===== config.mk =====
export PLATFORM = sky130hd
export DESIGN_NAME = imem_resp_flat
export DESIGN_NICKNAME = d
export VERILOG_FILES = /design/src/rtl/imem_pkg.sv /design/src/rtl/imem_resp_if.sv /design/src/rtl/imem_array.sv /design/src/rtl/imem_resp.sv /design/src/flat_wrapper.sv
export SDC_FILE = /design/constraint.sdc
export NUM_CORES = 2
export LEC_CHECK = 0
export CORE_ASPECT_RATIO = 0.6
export CORE_MARGIN = 3
export CORE_UTILIZATION = 33
export DETAILED_ROUTE_END_ITERATION = 8
export PLACE_DENSITY = 0.49
export SLEW_MARGIN = 5
export SYNTH_ARGS = -nofsm -noshare
export SYNTH_HDL_FRONTEND = slang
export SYNTH_SLANG_ARGS = --single-unit

===== constraint.sdc =====
create_clock -name clk -period 3.7 [get_ports clk]
set_clock_uncertainty 0.05 [all_clocks]
set_input_delay 0.74 -clock clk [delete_from_list [all_inputs] [get_ports clk]]
set_output_delay 0.74 -clock clk [all_outputs]
set_load 0.02 [all_outputs]

===== src/rtl/imem_pkg.sv =====
// Shared definitions for the instruction memory responder.
//   imem_state_t : LOAD (accepting program words) / RUN (serving fetches)
//   NOP          : instruction returned whenever no real word is presented
package imem_pkg;

  typedef enum logic {
    LOAD = 1'b0,
    RUN  = 1'b1
  } imem_state_t;

  localparam logic [31:0] NOP = 32'hD503201F;

endpackage


===== src/rtl/imem_resp_if.sv =====
// Bus bundle between the fetch stage / program loader and imem_resp.
//   imem_addr_F, stall_F            : fetch request (byte address, hold)
//   load_valid, load_data, load_last: program word offered by the loader
//   load_ready                      : responder accepts load words
//   instr_F, instr_valid_F, fault_F : fetch response, one cycle after sampling
//   words_loaded                    : words written since reset
// Load handshake: a word transfers on a rising edge where load_valid and
// load_ready are both high; load_data/load_last are only meaningful while
// load_valid is high, and the loader may drop load_valid at any time.
interface imem_resp_if #(
  parameter int N_WORDS = 64,
  parameter int IW      = 32
);
  localparam int AW = $clog2(N_WORDS);

  logic [63:0]   imem_addr_F;
  logic          stall_F;
  logic          load_valid;
  logic [IW-1:0] load_data;
  logic          load_last;
  logic          load_ready;
  logic [IW-1:0] instr_F;
  logic          instr_valid_F;
  logic          fault_F;
  logic [AW:0]   words_loaded;

  modport master (
    output imem_addr_F, stall_F, load_valid, load_data, load_last,
    input  load_ready, instr_F, instr_valid_F, fault_F, words_loaded
  );

  modport slave (
    input  imem_addr_F, stall_F, load_valid, load_data, load_last,
    output load_ready, instr_F, instr_valid_F, fault_F, words_loaded
  );

endinterface


===== src/rtl/imem_array.sv =====
// N_WORDS x IW storage: synchronous write port, registered read port.
//   we/waddr/wdata : write on rising edge when we=1
//   re/raddr/rdata : rdata updates on rising edge when re=1, holds otherwise
// Contents are deliberately not reset; a reload simply overwrites them.
module imem_array #(
  parameter  int N_WORDS = 64,
  parameter  int IW      = 32,
  localparam int AW      = $clog2(N_WORDS)
) (
  input  logic          clk,
  input  logic          we,
  input  logic [AW-1:0] waddr,
  input  logic [IW-1:0] wdata,
  input  logic          re,
  input  logic [AW-1:0] raddr,
  output logic [IW-1:0] rdata
);

  logic [IW-1:0] mem [N_WORDS];

  always_ff @(posedge clk) begin
    if (we) mem[waddr] <= wdata;
    if (re) rdata <= mem[raddr];
  end

endmodule


===== src/rtl/imem_resp.sv =====
// Instruction memory responder. After reset it sits in LOAD and accepts
// program words in order; once the last word (load_last, or the top
// location) is written it moves to RUN and answers fetches with one cycle
// of latency. Only reset leaves RUN.
//   clk, reset : single clock, synchronous active-high reset
//   bus        : imem_resp_if slave modport (load + fetch signals)
//   state_dbg  : current FSM state, for observation
module imem_resp
  import imem_pkg::*;
#(
  parameter int N_WORDS = 64,
  parameter int IW      = 32
) (
  input  logic        clk,
  input  logic        reset,
  imem_resp_if.slave  bus,
  output imem_state_t state_dbg
);

  localparam int AW = $clog2(N_WORDS);

  imem_state_t   state;
  logic [AW:0]   words_loaded_q;
  logic          valid_q;
  logic          fault_q;
  logic [IW-1:0] rdata;

  // words_loaded never exceeds N_WORDS and the pointer never wraps, so the
  // write pointer is just its low bits.
  logic [AW-1:0] wptr;
  logic          load_fire;
  logic          sample;
  logic          addr_fault;
  logic [AW-1:0] ridx;

  assign wptr       = words_loaded_q[AW-1:0];
  assign load_fire  = (state == LOAD) && bus.load_valid;
  assign sample     = (state == RUN) && !bus.stall_F;
  assign ridx       = bus.imem_addr_F[AW+1:2];
  assign addr_fault = (|bus.imem_addr_F[1:0]) || (|bus.imem_addr_F[63:AW+2]);

  always_ff @(posedge clk) begin
    if (reset) begin
      state          <= LOAD;
      words_loaded_q <= '0;
      valid_q        <= 1'b0;
      fault_q        <= 1'b0;
    end else begin
      case (state)
        LOAD: begin
          valid_q <= 1'b0;
          fault_q <= 1'b0;
          if (bus.load_valid) begin
            words_loaded_q <= words_loaded_q + 1'b1;
            if (bus.load_last || (wptr == AW'(N_WORDS - 1))) state <= RUN;
          end
        end
        RUN: begin
          // While stalled the flags and the array read register all hold.
          if (!bus.stall_F) begin
            valid_q <= 1'b1;
            fault_q <= addr_fault;
          end
        end
        default: state <= LOAD;
      endcase
    end
  end

  imem_array #(.N_WORDS(N_WORDS), .IW(IW)) u_array (
    .clk   (clk),
    .we    (load_fire),
    .waddr (wptr),
    .wdata (bus.load_data),
    .re    (sample),
    .raddr (ridx),
    .rdata (rdata)
  );

  // rdata is not reset and is meaningless for faulting addresses, so the
  // registered flags decide whether it is exposed.
  assign bus.instr_F       = (valid_q && !fault_q) ? rdata : IW'(NOP);
  assign bus.instr_valid_F = valid_q;
  assign bus.fault_F       = fault_q;
  assign bus.load_ready    = (state == LOAD);
  assign bus.words_loaded  = words_loaded_q;
  assign state_dbg         = state;

endmodule


===== src/flat_wrapper.sv =====
// flat-port wrapper written by rule: the top's interface ports become plain ports
module imem_resp_flat import imem_pkg::*;
#(
  parameter int N_WORDS = 64,
  parameter int IW      = 32
)
  (clk, reset, state_dbg, bus_imem_addr_F, bus_stall_F, bus_load_valid, bus_load_data, bus_load_last, bus_load_ready, bus_instr_F, bus_instr_valid_F, bus_fault_F, bus_words_loaded);
  imem_resp_if #(.N_WORDS(N_WORDS), .IW(IW)) bus_i ();
  input  logic clk;
  input  logic reset;
  output imem_state_t state_dbg;
  input wire logic [$bits(bus_i.imem_addr_F)-1:0] bus_imem_addr_F;
  input wire logic [$bits(bus_i.stall_F)-1:0] bus_stall_F;
  input wire logic [$bits(bus_i.load_valid)-1:0] bus_load_valid;
  input wire logic [$bits(bus_i.load_data)-1:0] bus_load_data;
  input wire logic [$bits(bus_i.load_last)-1:0] bus_load_last;
  output wire logic [$bits(bus_i.load_ready)-1:0] bus_load_ready;
  output wire logic [$bits(bus_i.instr_F)-1:0] bus_instr_F;
  output wire logic [$bits(bus_i.instr_valid_F)-1:0] bus_instr_valid_F;
  output wire logic [$bits(bus_i.fault_F)-1:0] bus_fault_F;
  output wire logic [$bits(bus_i.words_loaded)-1:0] bus_words_loaded;
  assign bus_i.imem_addr_F = bus_imem_addr_F;
  assign bus_i.stall_F = bus_stall_F;
  assign bus_i.load_valid = bus_load_valid;
  assign bus_i.load_data = bus_load_data;
  assign bus_i.load_last = bus_load_last;
  assign bus_load_ready = bus_i.load_ready;
  assign bus_instr_F = bus_i.instr_F;
  assign bus_instr_valid_F = bus_i.instr_valid_F;
  assign bus_fault_F = bus_i.fault_F;
  assign bus_words_loaded = bus_i.words_loaded;
  imem_resp #(.N_WORDS(N_WORDS), .IW(IW)) u_core (.clk(clk), .reset(reset), .bus(bus_i), .state_dbg(state_dbg));
endmodule

# Word level (Yosys, flattened, before mapping)
# Memory sizes are Yosys's and may differ from the RTL's. A register that Yosys moved wholly into a read port is not among the register bits.
# Index checks and enable logic that the tools add are counted.
# classes
add_sub_neg,1
eq_ne,2
n_mux,10
n_bitwise,1
n_reduce_logical,10
# op_table
op,n
OR reduction 56 bit,1
2-to-1 mux 32 bit,1
"adder 7 x 1 -> 7 bit, second input constant",1
2-to-1 mux 1 bit,7
"== test 6 bit, second input constant",1
one-hot mux 1 bit (2 select lines),2
logical AND 1 bit,3
zero test 1 bit,2
logical OR 1 bit,2
"inequality test 2 bit, second input constant",1
AND reduction 2 bit,1
OR reduction 2 bit,1
NOT 1 bit,1
# totals
regBits,10
ramBits,2048
in_bits,101
wordCells,29
mem_count,1
# memory_table
name,words,width,rd,rd_ports_with_merged_regs,wr,line,text
u_core.u_array.mem,64,32,1,1,1,imem_array.sv:19,logic [IW-1:0] mem [N_WORDS];

# Logic depth before layout (Yosys ltp)
# depth
ltp_word,5
depth_mapped,9

# By module
# From an unflattened synthesis, not the netlist that was laid out.
# hier_totals
cells_unflattened,3429
area_unflattened_um2,79612.6
# modules_own_cells
module,instances,cells_per_inst,area_per_inst_um2
imem_array,1,3324,78835.6
imem_resp,1,105,777.0

# Worst setup path before layout
# OpenSTA, ideal clock, no wires.
# synth_path
kind,input to register
from,in bus_load_valid
to,"mem u_core.u_array.mem[63][0], enable pin"
arrival_ns,3.082
path_slack_ns,0.146
stages,6
path_buffers,2
path_cell_list,nor2b_1 > and2_1 > clkbuf_1 > nand3_1 > clkbuf_1 > nor2_1
# synth_via
elab_chain_len,3
# synth_rtl
item,line,text
from (decl),flat_wrapper.sv:14,input wire logic [$bits(bus_i.load_valid)-1:0] bus_load_valid;
logical AND 1 bit,imem_resp.sv:37,assign load_fire = (state == LOAD) && bus.load_valid;
2-to-1 mux 1 bit,imem_array.sv:22,if (we) mem[waddr] <= wdata;
2-to-1 mux 1 bit (implied by the code),imem_array.sv:22,
to (decl),imem_array.sv:19,
# No other way between the ends.

# Final worst setup path
# layout_path
from,"reg u_core.fault_q, in the netlist u_core.bus.fault_F"
to,out bus_instr_F[6]
# layout_via
elab_chain_len,3
# layout_rtl
item,line,text
from (decl),imem_resp.sv:25,logic fault_q;
from (signal assigned),imem_resp.sv:62,fault_q <= addr_fault;
zero test 1 bit,imem_resp.sv:82,assign bus.instr_F = (valid_q && !fault_q) ? rdata : IW'(NOP);
logical AND 1 bit,imem_resp.sv:82,
2-to-1 mux 32 bit,imem_resp.sv:82,
to (decl),flat_wrapper.sv:18,output wire logic [$bits(bus_i.instr_F)-1:0] bus_instr_F;
# No other way between the ends.

==> results.md <==
- RSZ-0062 raised after global routing: no
- Number of global-route vias before repair: 38,880
- Clk buf depth: 4
- Comb pwr share: 5.4%
- Arrival @ worst endpoint: 2.70 ns
- Syn_nets: 3,607
- Power Density: 507.3 mW/mm^2
- Setup TNS Final: 0 ns
- Minimum clock period: 3.488 ns
- Tcrit/Tclk final: 94.27%
- CP Data Required Time: 2.91 ns
- # fillers: 21,550
- Max cap viols: 0
- Clock-pin slew on the worst setup and hold paths: 0.07 ns
- Via/cell ratio: 5.352
- Cell Area, Synth: 0.08009 sq mm
- Max Fclk: 286.7 MHz
- Switching power: 0.01020 W
- Routed via count: 39,230
- Largest net degree at the start of global routing: 65
- Post-Synthesis Cells: 3,505
- Sinks on Clock Net: 2,090
- Status: finished clean
- Area share of the largest cell type after synthesis: 77.99%
- Total core area: 0.2404 sq mm
- DRT Pass-1 Iters: 5
- Io pins: 144
- Largest cells by area after synthesis: edfxtp_1 78%, mux4_2 13%, mux2i_1 1.9%, mux4_1 0.62%, a22oi_1 0.51%
- Die Footprint: 0.2488 sq mm
- Worst Setup Start Kind: register
- Grt total ovfl: 0
- Pint: 0.03742 W
- Die height: 387.6 microns
- Syn_area_per_cell: 22.85 sq um
- Max FO, Critical Path: 7
- Post-Route WL: 231.1 mm
- Final Hold Slack: 0.2062 ns
- Clock buffer count from CTS: 188
- Cell variety after synth: 52
- Top cell type by total area after synthesis: edfxtp_1
- Switching Share: 21.42%
- Chip Width: 642 microns
- Initial cell density of the core: 33.32%
- Clock root cell: clkbuf_16
- Worst skew pair latency: 0.83 ns
- CTS resizes: 0
- Power, Total: 0.04762 W
- Area of the multi-input gates: 0.01662 sq mm
- Register area share after synthesis: 78.24%
- Nets: 4,049
- PortBufs: 143
- Top post-synthesis cells by count: 2,080 x edfxtp_1, 464 x mux4_2, 155 x mux2i_1, 91 x nor2_1, 64 x clkbuf_1
- Slew @ Worst Pin: 1.249 ns
- # rows: 139
- Final HPWL DP: 142.0 mm
- Total GRT Usage: 18.24%
- First-pass GRT wire length: 320.6 mm
- Slew headroom: 16.73%
- Max-slew violation count: 0
- Syn-to-layout area delta: 17.19%
- Routed wire per std cell: 31.52 microns
- Most common cell in the synthesized netlist: edfxtp_1
- Post-CTS Setup Bufs: 0
- Register area: 0.06266 sq mm
- Initial antenna violation count: 20
- FF+latch count, synth: 2,090
- GPL Wtd Cong: 0.7923
- DRC viols: 0
- Initial DRC count: 4,896
- Yosys warning total: 0
- Clk network pwr share: 39.7%
- EDFF count, synth: 2,080
- CP Class: register to output pin
- Fin. Hold Viols: 0
- Hold Buf Count CTS: 0
- DRT antenna net count: 0
- Peak VDD IR: 0.0003396 V
- Leakage: 29.22 nW
- FFs w/ async S/R, synth: 0%
- Sequential share of power: 54.9%
- Layout cells sized above 1: 27.95%
- H-tree levels: 4
- CTS tree: built
- Crit end category: output pin
- Top FF cell, synth: edfxtp_1
- # setup viols final: 0
- Type of the tightest min-delay check: primary input to register
-- worst max-delay path: stages (launching register included) --
cell	delay [ns]
dfxtp_1	0.31
inv_1	0.41
and3_1	0.46
clkdlybuf4s50_1	0.68
-- layout make-up --
cell class / count / area share, %
Antenna cell: 4 / 0.01066
Clock buffer: 237 / 5.299
Clock inverter: 89 / 0.7692
Inverter: 4 / 0.01733
Multi-Input combinational cell: 1212 / 17.70
Sequential cell: 2090 / 66.76
Tap cell: 3243 / 4.323
Timing Repair Buffer: 451 / 5.118
-- sequential cells by signal, indices dropped and copies added (netlist names) --
signal,count
u_core.u_array.rdata,32
u_core.u_array.mem,2048
u_core.bus.fault_F,1
u_core.bus.instr_valid_F,1
u_core.bus.words_loaded,7
u_core.state_dbg,1
-- path summary, 6_finish.rpt --
path	start	end	slack, ns	cells past startpoint
min reg2reg	u_core.state_dbg$_SDFF_PP0_	u_core.bus.instr_valid_F$_SDFFE_PP0P_	0.48	2
min	bus_load_data[8]	u_core.u_array.mem[0][8]$_DFFE_PP_	0.21	1
max reg2reg	u_core.bus.words_loaded[3]$_SDFFE_PP0P_	u_core.u_array.mem[61][17]$_DFFE_PP_	1.16	3
max	u_core.bus.fault_F$_SDFFE_PP0P_	bus_instr_F[6]	0.21	3
-- cells in the final DEF (no fill, tap or decap), types with 33 or more instances in the layout --
cell and count:
clkinv_1 38, buf_2 33, a21oi_1 59, mux2i_1 155, clkbuf_1 45, clkdlybuf4s50_1 106, buf_12 97, a22oi_1 54
a22o_1 42, o221ai_1 35, nor2_4 66, mux4_2 464, clkinv_2 35, clkbuf_16 192, buf_4 212, edfxtp_1 2080
nand2_1 33
-- power groups by stage --
stage / Clock (W) / Sequential [W] / Combinational (W)
2_1_floorplan: 0 / 0.0267 / 0.00127
3_3_place_gp: 0 / 0.0267 / 0.00256
3_5_place_dp: 0 / 0.0267 / 0.00258
4_1_cts: 0.0194 / 0.0262 / 0.00259
5_1_grt: 0.0204 / 0.0261 / 0.00271
6_report: 0.0189 / 0.0262 / 0.00255
-- per-stage QoR --
stage	util [%]	worst slack (ns)	cell area, sq um	cells
2_1_floorplan	-	0.1464	80090	3505
3_3_place_gp	36.68	0.2813	88150	7000
3_5_place_dp	36.68	0.2822	88150	7000
4_1_cts	39.05	0.1213	93850	7326
5_1_grt	39.05	0.1275	93850	7327
6_report	39.05	0.2119	93860	7330
-- kinds of logic (layout without fill, tap and decap cells) --
| logic type | Yosys count | after routing | synth area share, % |
|---|---|---|---|
| mux | 650 | 650 | 15.78 |
| other cells | 0 | 4 | 0 |
| xor+xnor | 5 | 5 | 0.05468 |
| compound gates | 279 | 279 | 2.535 |
| simple gates | 277 | 277 | 1.717 |
| buf+inv | 203 | 781 | 1.664 |
| flops | 2090 | 2090 | 78.24 |
| fa+ha+maj | 1 | 1 | 0.01562 |
-- layer usage --
metal | vias to the layer above | GRT usage [%] | wire [microns]
met5 | - | 0.4386 | 131
met4 | 6 | 3.013 | 3531
met3 | 252 | 4.803 | 20650
met2 | 1593 | 25.54 | 98150
met1 | 21470 | 28.57 | 108600
li1 | 15910 | - | -
Power figures use the tool's default switching activity.
